--- src/rtl/fifo_axis_pkg.sv ---
`default_nettype none
// ============================================================================
//  Module      : fifo_axis_pkg
//  Description : Shared types and constants for the FIFO-to-AXI4-Stream
//                packetizer and its output buffer.
//  Revision    : 1.0 - initial release
// ============================================================================
package fifo_axis_pkg;

    // Depth of the output skid buffer that absorbs read latency and backpressure
    localparam int OUT_BUF_DEPTH = 2;

    // Packet framing state
    typedef enum logic [0:0] {
        ST_IDLE = 1'b0,
        ST_PKT  = 1'b1
    } pkt_state_t;

endpackage : fifo_axis_pkg
`default_nettype wire

--- src/rtl/axis_out_buf.sv ---
`default_nettype none
// ============================================================================
//  Module      : axis_out_buf
//  Description : Two-entry register buffer for AXIS sources. Entry 0 is the
//                head; a pop shifts entry 1 forward. Push and pop may happen
//                in the same cycle.
//  Revision    : 1.0 - initial release
// ============================================================================
module axis_out_buf
    import fifo_axis_pkg::*;
#(
    parameter int DATA_WIDTH = 8
) (
    input  logic                  i_clk,
    input  logic                  i_a_rst,
    input  logic                  i_push,
    input  logic [DATA_WIDTH-1:0] i_push_data,
    input  logic                  i_pop,
    output logic [DATA_WIDTH-1:0] o_head_data,
    output logic [1:0]            o_occ
);

    logic [DATA_WIDTH-1:0] r_mem0;
    logic [DATA_WIDTH-1:0] r_mem1;
    logic [1:0]            r_occ;
    logic                  w_pop;
    logic                  w_push;
    logic [1:0]            w_base;
    logic                  w_wr_idx;

    // Qualify push/pop against occupancy and pick the tail slot after any shift
    always_comb begin
        w_pop    = i_pop & (r_occ != 2'd0);
        w_push   = i_push & ((r_occ < 2'(OUT_BUF_DEPTH)) | w_pop);
        w_base   = r_occ - {1'b0, w_pop};
        w_wr_idx = w_base[0];
    end

    // Storage and occupancy; the push write follows the shift so it wins on slot 0
    always_ff @(posedge i_clk or posedge i_a_rst) begin
        if (i_a_rst) begin
            r_mem0 <= '0;
            r_mem1 <= '0;
            r_occ  <= 2'd0;
        end else begin
            if (w_pop) begin
                r_mem0 <= r_mem1;
            end
            if (w_push) begin
                if (w_wr_idx) begin
                    r_mem1 <= i_push_data;
                end else begin
                    r_mem0 <= i_push_data;
                end
            end
            r_occ <= r_occ + {1'b0, w_push} - {1'b0, w_pop};
        end
    end

    assign o_head_data = r_mem0;
    assign o_occ       = r_occ;

endmodule : axis_out_buf
`default_nettype wire

--- src/rtl/fifo_axis_packetizer.sv ---
`default_nettype none
// ============================================================================
//  Module      : fifo_axis_packetizer
//  Description : Drains a 1-cycle-latency FIFO read port into an AXI4-Stream
//                master, framing every i_pkt_len beats with TLAST and
//                counting completed packets. Sustains one beat per cycle.
//  Revision    : 1.0 - initial release
// ============================================================================
module fifo_axis_packetizer
    import fifo_axis_pkg::*;
#(
    parameter int DATA_WIDTH    = 8,
    parameter int PKT_LEN_WIDTH = 16,
    parameter int PKT_CNT_WIDTH = 32
) (
    input  logic                     i_clk,
    input  logic                     i_a_rst,
    input  logic                     i_enable,
    input  logic [PKT_LEN_WIDTH-1:0] i_pkt_len,
    output logic                     o_fifo_rd_en,
    input  logic [DATA_WIDTH-1:0]    i_fifo_rd_data,
    input  logic                     i_fifo_rd_valid,
    input  logic                     i_fifo_empty,
    output logic [DATA_WIDTH-1:0]    o_m_axis_tdata,
    output logic                     o_m_axis_tvalid,
    output logic                     o_m_axis_tlast,
    input  logic                     i_m_axis_tready,
    output logic [PKT_CNT_WIDTH-1:0] o_pkt_count,
    output logic                     o_busy
);

    pkt_state_t                r_state;
    pkt_state_t                w_state_nxt;
    logic [PKT_LEN_WIDTH-1:0]  r_beat_cnt;
    logic [PKT_LEN_WIDTH-1:0]  w_beat_cnt_nxt;
    logic [PKT_LEN_WIDTH-1:0]  r_len;
    logic [PKT_LEN_WIDTH-1:0]  w_len_nxt;
    logic [PKT_CNT_WIDTH-1:0]  r_pkt_count;
    logic [PKT_CNT_WIDTH-1:0]  w_pkt_count_nxt;
    logic                      r_inflight;

    logic [1:0]                w_occ;
    logic [DATA_WIDTH-1:0]     w_head;
    logic                      w_tvalid;
    logic                      w_pop;
    logic [2:0]                w_committed;
    logic [PKT_LEN_WIDTH-1:0]  w_first_len;
    logic                      w_last;

    axis_out_buf #(
        .DATA_WIDTH (DATA_WIDTH)
    ) u_out_buf (
        .i_clk       (i_clk),
        .i_a_rst     (i_a_rst),
        .i_push      (i_fifo_rd_valid),
        .i_push_data (i_fifo_rd_data),
        .i_pop       (w_pop),
        .o_head_data (w_head),
        .o_occ       (w_occ)
    );

    // Stream handshake, read throttle and TLAST decode
    always_comb begin
        w_tvalid    = (w_occ != 2'd0);
        w_pop       = w_tvalid & i_m_axis_tready;
        // Words already owned (buffered + in flight) after this cycle's pop
        w_committed = {1'b0, w_occ} + {2'b00, r_inflight} - {2'b00, w_pop};
        w_first_len = (i_pkt_len == '0) ? PKT_LEN_WIDTH'(1) : i_pkt_len;
        if (r_state == ST_IDLE) begin
            w_last = (w_first_len == PKT_LEN_WIDTH'(1));
        end else begin
            w_last = (r_beat_cnt == (r_len - PKT_LEN_WIDTH'(1)));
        end
    end

    // Read request is held low during reset so no word leaves the FIFO then
    assign o_fifo_rd_en    = ~i_a_rst & i_enable & ~i_fifo_empty &
                             (w_committed < 3'(OUT_BUF_DEPTH));
    assign o_m_axis_tvalid = w_tvalid;
    assign o_m_axis_tdata  = w_head;
    assign o_m_axis_tlast  = w_tvalid & w_last;
    assign o_pkt_count     = r_pkt_count;
    assign o_busy          = (r_state == ST_PKT) | w_tvalid | r_inflight;

    // Packet FSM next-state: latch length on the first beat, count beats, close on TLAST
    always_comb begin
        w_state_nxt     = r_state;
        w_beat_cnt_nxt  = r_beat_cnt;
        w_len_nxt       = r_len;
        w_pkt_count_nxt = r_pkt_count;
        case (r_state)
            ST_IDLE: begin
                if (w_pop) begin
                    if (w_last) begin
                        w_pkt_count_nxt = r_pkt_count + PKT_CNT_WIDTH'(1);
                    end else begin
                        w_state_nxt    = ST_PKT;
                        w_len_nxt      = w_first_len;
                        w_beat_cnt_nxt = PKT_LEN_WIDTH'(1);
                    end
                end
            end
            ST_PKT: begin
                if (w_pop) begin
                    if (w_last) begin
                        w_state_nxt     = ST_IDLE;
                        w_beat_cnt_nxt  = '0;
                        w_pkt_count_nxt = r_pkt_count + PKT_CNT_WIDTH'(1);
                    end else begin
                        w_beat_cnt_nxt = r_beat_cnt + PKT_LEN_WIDTH'(1);
                    end
                end
            end
            default: begin
                w_state_nxt    = ST_IDLE;
                w_beat_cnt_nxt = '0;
            end
        endcase
    end

    // FSM, counters and in-flight tracking registers
    always_ff @(posedge i_clk or posedge i_a_rst) begin
        if (i_a_rst) begin
            r_state     <= ST_IDLE;
            r_beat_cnt  <= '0;
            r_len       <= '0;
            r_pkt_count <= '0;
            r_inflight  <= 1'b0;
        end else begin
            r_state     <= w_state_nxt;
            r_beat_cnt  <= w_beat_cnt_nxt;
            r_len       <= w_len_nxt;
            r_pkt_count <= w_pkt_count_nxt;
            r_inflight  <= o_fifo_rd_en;
        end
    end

`ifndef SYNTHESIS
    // Flag read data returned without a matching request
    always @(posedge i_clk) begin
        if (!i_a_rst && i_fifo_rd_valid && !r_inflight) begin
            $error("fifo_axis_packetizer: rd_valid without outstanding read");
        end
    end
`endif

endmodule : fifo_axis_packetizer
`default_nettype wire
--- config.mk ---
export PLATFORM = sky130hd
export DESIGN_NAME = fifo_axis_packetizer
export DESIGN_NICKNAME = d
export VERILOG_FILES = /design/src/rtl/fifo_axis_pkg.sv /design/src/rtl/axis_out_buf.sv /design/src/rtl/fifo_axis_packetizer.sv
export SDC_FILE = /design/constraint.sdc
export NUM_CORES = 1
export LEC_CHECK = 0
export BUFFER_PORTS_ARGS = -buffer_cell sky130_fd_sc_hd__buf_4
export CORE_MARGIN = 1
export CORE_UTILIZATION = 61
export CTS_CLUSTER_SIZE = 30
export DETAILED_ROUTE_END_ITERATION = 8
export MAX_ROUTING_LAYER = met4
export PLACE_DENSITY = 0.89
export SLEW_MARGIN = 20
export SYNTH_ARGS = -nofsm -noshare
export SYNTH_HDL_FRONTEND = slang
export SYNTH_HIERARCHICAL = 1
export SYNTH_SLANG_ARGS = --single-unit
--- constraint.sdc ---
create_clock -name i_clk -period 7.35 [get_ports i_clk]
set_input_delay 1.1025 -clock i_clk [delete_from_list [all_inputs] [get_ports i_clk]]
set_output_delay 1.1025 -clock i_clk [all_outputs]
set_load 0.03 [all_outputs]
==> impl_metrics.csv, run 1 <==
group,metric,value,unit
synth,syn_area,0.00458,sq mm
routing,route.met3.wl,426,microns
routing,via_count,3444,
global_routing,grt-ovfl-total,0,
hold_path,holdCritStartpoint,"o_pkt_count[31]",
sta,rsz0062_at_grt,"no",
routing,top_layer,"met4",
sta,fin_setup_tns,0,ns
placed_design,gp_congestion,0.843,
critical_path,setup.worst_path.end_class,"output port",
synth,synth_seq_cells,84,
routing,drc,0,
cts,clk_pin_slew,0.08,ns
cts,cts_repair_resize_count,0,
floorplanning,rows,31,
synth,syn_avg_cell_area,10.5,sq um
sta,tightest_slew,0.820,ns
critical_path,regToRegSetupSlack,4.09,ns
cts,cts.path.max_buffers,2,
routing,vias_per_cell,5.64,
global_routing,antenna_found_initial,0,
floorplanning,core,0.00725,sq mm
sta,hold_viol,0,
cts,cts_buffers,9,
floorplanning,die-area,0.00786,sq mm
routing,drt_wl_total,9.39,mm
hold_path,whs_path_depth,1,
critical_path,start_kind,"register",
sta,setup_viol,0,
critical_path,crit_required,6.25,ns
global_routing,grt_util_all_layers,0.271,
synth,syn_inst,436,
power,power_leakage,2.36,nW
global_routing,grt_pass1_vias,3312,
cts,root_buffer,"clkbuf_8",
sta,max_freq,233,MHz
power,powerDensity,306,mW/mm^2
critical_path,worstSetupPathType,"reg2out",
placed_design,portBuffers,73,
synth,seq_area_frac_synth,0.459,
floorplanning,boundaryPins,74,
floorplanning,chipWidth,88.6,microns
routing,drt_pre_antenna_iters,4,
routing,met1Wirelength,4.05,mm
critical_path,crit_path_max_fanout,13,
placed_design,post_dp_cell_area,0.00518,sq mm
cells_and_area,nets,544,
sta,report.final.slew_viol_count,0,
cells_and_area,diodes,0,
cells_and_area,areaGrowthSynthToFinish,17.1,%
synth,async_flop_share,1.00,
cts,post-cts-setup-buffers,0,
sta,period_needed,4.30,ns
critical_path,ff2ff_path_depth,10,
critical_path,r2r_start,"r_len[0]",
cts,hold_buffers,0,
hold_path,hold_path_class,"reg2reg",
sta,skew,0.0171,ns
routing,drtAntennaViolNets,0,
cts,cts.sinks,84,
critical_path,timing.rr.end,"o_pkt_count[1]",
cells_and_area,fin_area,0.00536,sq mm
placed_design,dp_slack,3.10,ns
sta,fin_ws,3.05,ns
cts,cts_tree,"yes",
cells_and_area,final_cells,611,
cts,clkLatencyLatePin,0.36,ns
routing,wire_per_inst,15.4,microns
placed_design,hpwl,6.86,mm
global_routing,grt_max_degree,67,
floorplanning,die_y,88.6,microns
critical_path,arrival,3.19,ns
synth,ys_types,55,
cts,h-tree-depth,3,
sta,period_share,0.585,
global_routing,grt_pass1_wl,15.7,mm
placed_design,dpl.cell_count,595,
flow_run,max-cap-violations,0,
cells_and_area,drive_gt1_frac,0.291,
synth,synth-edff-count,0,
routing,drt-initial-drc-count,231,
run_status,outcome,"finished, final reports clean",
cells_and_area,mostFrequentLayoutCells,"dfrtp_1, buf_4, xnor2_1",
sta,hold_slack,0.502,ns
routing,wl_met2,4.82,mm
hold_path,holdPathEnd,"o_pkt_count[31]",
synth,yosys_warnings,6,
power,ir_worst_vdd,0.248,mV
sta,worst_slew_margin_rel,0.453,
cells_and_area,final_common_cell,"dfrtp_1",
synth,synthFlopType,"dfrtp_1",
floorplanning,initial_utilization,0.631,
synth,synth_fp_nets,473,
==> metrics by stage <==
step | power [mW] | util
4_1_cts | 1.65 | 0.739
6_report | 1.64 | 0.739
3_5_place_dp | 1.34 | 0.714
2_1_floorplan | 1.18 | -
5_1_grt | 1.74 | 0.739
3_3_place_gp | 1.30 | 0.714
==> worst max path at each step <==
| stage | cells after the start | from | to |
|---|---|---|---|
| final | 8 | u_out_buf/o_occ[1] | o_fifo_rd_en |
| after global placement | 8 | i_m_axis_tready | o_fifo_rd_en |
| after CTS | 8 | u_out_buf/o_occ[1] | o_fifo_rd_en |
| after detailed placement | 8 | i_m_axis_tready | o_fifo_rd_en |
| after floorplan | 7 | i_m_axis_tready | o_fifo_rd_en |
| after global routing | 8 | u_out_buf/o_occ[1] | o_fifo_rd_en |
==> registers in the layout, summed over array words and instances (netlist names), named ones only <==
name and count:
r_beat_cnt 16, u_out_buf/o_head_data 8, u_out_buf/o_occ 2, u_out_buf/r_mem1 8, r_inflight 1, r_len 16
o_pkt_count 32
==> Yosys cell counts, drive strengths merged, types with 2 or more instances <==
cell / instances / share of area
dfrtp: 84 / 0.46
xnor2: 50 / 0.096
nand2: 41 / 0.034
mux2: 40 / 0.098
nor2: 38 / 0.031
nand3: 26 / 0.030
nand4: 18 / 0.025
xor2: 16 / 0.031
inv: 14 / 0.011
nor3: 14 / 0.019
o21ai: 11 / 0.018
clkbuf: 10 / 0.0085
a21oi: 7 / 0.0085
and3: 7 / 0.0096
nor4: 7 / 0.014
ha: 6 / 0.016
and2: 5 / 0.0068
buf: 5 / 0.010
and4: 4 / 0.0077
nand2b: 3 / 0.0041
a31oi: 2 / 0.0027
a32oi: 2 / 0.0038
mux2i: 2 / 0.0044
nand3b: 2 / 0.0033
nor3b: 2 / 0.0055
or2: 2 / 0.0027
or2b: 2 / 0.0033
==> logic make-up (layout without fill, tap and decap cells) <==
| logic type | Yosys count | after routing | synth area share |
|---|---|---|---|
| buf+inv | 29 | 105 | 0.0301 |
| simple gates | 178 | 178 | 0.211 |
| fa+ha+maj | 7 | 7 | 0.0208 |
| xor+xnor | 66 | 66 | 0.126 |
| compound gates | 30 | 30 | 0.0500 |
| flops | 84 | 84 | 0.459 |
| mux | 42 | 42 | 0.103 |
==> cell type report <==
class | instances | area [sq um]
clock inverter | 5 | 37.5
sequential | 84 | 2100
clock buffer | 11 | 141
timing repair buffer | 75 | 563
multi-input combinational | 323 | 2340
tap | 99 | 124
fill | 519 | 1890
inverter | 14 | 52.6
==> power by group <==
part | internal (mW) | switching (mW)
sequential | 0.575 | 0.144
combinational | 0.316 | 0.302
clock | 0.133 | 0.167
==> worst max-delay path: stages (launching register included) <==
cell	delay (ns)
dfrtp_1	0.59
or2_2	0.22
and2_1	0.44
ha_1	0.32
nand2b_1	0.15
fa_1	0.48
nand2_1	0.05
nor4_1	0.35
buf_4	0.24
==> per-layer routing <==
metal / up-vias / global-route usage
met2: 74 / 0.440
met4: 0 / 0.0674
met1: 1703 / 0.339
met5: - / -
li1: 1654 / -
met3: 13 / 0.0700
Note: power is estimated with default switching activity, not from simulation.
==> run 2, diff against run 1 <==
Settings changed: CORE_UTILIZATION 61 to 51, PLACE_DENSITY 0.89 to 0.8.
Clock period 7.35 ns to 3.6 ns, I/O delays scaled along.
==> run 2 against run 1 <==
  * Critical path depth rose by 2
  * Sequential cell count unchanged
  * Design area rose by 1.5%
  * Cell count up 1.6%
  * Utilization fell by 11 points
  * Setup slack lost 2.8 ns
  * Non-clock buffer count grew 1
  * Wire length fell by 0.26%
  * Sequential power rose by 100%
  * Clock skew decreased by 0.0079 ns
  * Largest cell class unchanged
==> impl_metrics.csv, run 2 (synthesis results as in run 1) <==
group,metric,value,unit
run_status,outcome,"finished, final reports clean",
global_routing,grt_pass1_wl,16.3,mm
sta,period_share,0.941,
sta,setup_viol,0,
floorplanning,chipWidth,96.7,microns
placed_design,gp_congestion,0.932,
critical_path,path_cells,"inv_1 -> ha_1 -> xnor2_1 -> a21oi_1 -> o21ai_0 -> a32oi_1 -> o2111ai_1 -> or4_4 -> a21oi_1 -> buf_4",
critical_path,critPathTopFamily,"compound AO/OA/AOI/OAI gates",
cts,post-cts-setup-buffers,0,
global_routing,grt_pass1_vias,3541,
sta,hold_viol,0,
global_routing,grt_max_degree,50,
critical_path,crit_top_cell,"a21oi_1",
power,finalPower,3.48,mW
cts,cts.sinks,84,
cts,root_buffer,"clkbuf_8",
routing,via_count,3423,
floorplanning,die_y,96.7,microns
critical_path,arrival,2.85,ns
routing,drc,0,
cells_and_area,areaGrowthSynthToFinish,18.9,%
sta,max_freq,295,MHz
floorplanning,core,0.00872,sq mm
flow_run,max-cap-violations,0,
cts,h-tree-depth,3,
sta,skew,0.00915,ns
sta,report.final.slew_viol_count,0,
placed_design,portBuffers,73,
sta,rsz0062_at_grt,"no",
cts,clkLatencyLatePin,0.35,ns
sta,period_needed,3.39,ns
hold_path,hold_path_class,"in2async",
critical_path,start_kind,"register",
power,ir_worst_vdd,0.459,mV
power,power_frac_comb,0.364,
critical_path,crit_start,"r_len[0]",
cts,clk_pin_slew,0.09,ns
global_routing,grt_util_all_layers,0.220,
routing,vias_per_cell,5.51,
cells_and_area,mostFrequentLayoutCells,"dfrtp_1, buf_4, xnor2_1",
placed_design,dpl.cell_count,605,
critical_path,critPathBufInv,2,
routing,drt_pre_antenna_iters,4,
floorplanning,die-area,0.00936,sq mm
cells_and_area,fin_area,0.00544,sq mm
power,p_clk_frac,0.215,
cts,cts_buffers,9,
sta,tightest_slew,0.838,ns
critical_path,crit_required,3.06,ns
cts,cts.path.max_buffers,2,
routing,drt-initial-drc-count,127,
power,power_leakage,2.39,nW
global_routing,grt-ovfl-total,0,
power,internal_power,2.22,mW
power,powerDensity,640,mW/mm^2
critical_path,cp_slowest_cell,"or4_4",
cts,cts_tree,"yes",
critical_path,setup.worst_path.end_class,"output port",
cells_and_area,nets,545,
cells_and_area,largest_register_ffs,32,
floorplanning,initial_utilization,0.525,
sta,fin_setup_tns,0,ns
routing,drt_wl_total,9.36,mm
power,p_seq_frac,0.421,
routing,drtAntennaViolNets,0,
placed_design,post_dp_cell_area,0.00520,sq mm
cells_and_area,final_common_cell,"dfrtp_1",
placed_design,dp_slack,0.410,ns
power,p_switching,1.26,mW
floorplanning,boundaryPins,74,
cells_and_area,drive_gt1_frac,0.298,
sta,fin_ws,0.211,ns
critical_path,r2r_start,"r_len[0]",
cells_and_area,final_cells,621,
routing,wire_per_inst,15.1,microns
placed_design,hpwl,6.90,mm
power,netSwitchingFraction,0.362,
critical_path,max_stage_delay,0.64,ns
floorplanning,rows,34,
critical_path,crit_path_max_fanout,5,
critical_path,worstSetupPathType,"reg2out",
global_routing,antenna_found_initial,0,
sta,worst_slew_margin_rel,0.441,
cells_and_area,diodes,0,
run 2: area by class of cell:
| type | count | area [sq um] |
|---|---|---|
| fill | 673 | 3280 |
| multi-input combinational | 323 | 2360 |
| sequential | 84 | 2100 |
| timing repair buffer | 76 | 571 |
| tap | 108 | 135 |
| clock buffer | 9 | 124 |
| clock inverter | 7 | 98.8 |
| inverter | 14 | 53.8 |
run 2: metrics by stage:
stage                     hold WS, ns   util
after floorplan                 0.475      -
after global placement          0.469  0.597
after detailed placement        0.464  0.597
after CTS                       0.308  0.622
after global routing            0.337  0.624
final                           0.309  0.624
run 2: final timing paths:
kind                                       end  slack [ns]  depth (start not counted)
max                             o_m_axis_tlast        0.21                         10
min                        u_out_buf/r_mem1[3]        0.31                          2
max reg2reg                     o_pkt_count[9]        0.43                         11
min reg2reg                    o_pkt_count[31]        0.48                          1
max in group asynchronous      o_pkt_count[26]        2.51                          3
min in group i_clk                  r_inflight        0.35                          2
run 2: worst reg2reg max path, cell delays in order, from the launching register on:
cell and delay (ns):
dfrtp_1 0.42, inv_1 0.09, ha_1 0.25, nor4b_4 0.30, or2b_1 0.28, mux2i_1 0.12, nor2_1 0.15, or4b_4 0.49
o31ai_4 0.22, buf_4 0.34, nor3b_2 0.26, xor2_1 0.18
run 2: repair_timing:
action | in CTS | in global routing
hold buffers | 0 | 0
resized for setup | 0 | 2
endpoints found under the setup margin | 0 | 1
run 2: power groups by stage:
stage | Clock [mW] | Combinational (mW) | Sequential, mW
floorplan | 0 | 0.933 | 1.48
global placement | 0 | 1.22 | 1.47
detailed placement | 0 | 1.26 | 1.48
CTS | 0.766 | 1.27 | 1.46
global route | 0.801 | 1.39 | 1.51
finish | 0.750 | 1.27 | 1.47
run 2: metal layers:
| layer | share of wire | global-route usage | wire (microns) |
|---|---|---|---|
| met2 | 0.51 | 0.361 | 4810 |
| met5 | 0 | - | 0 |
| met1 | 0.43 | 0.266 | 3980 |
| met3 | 0.045 | 0.0441 | 425 |
| met4 | 0.015 | 0.0884 | 144 |
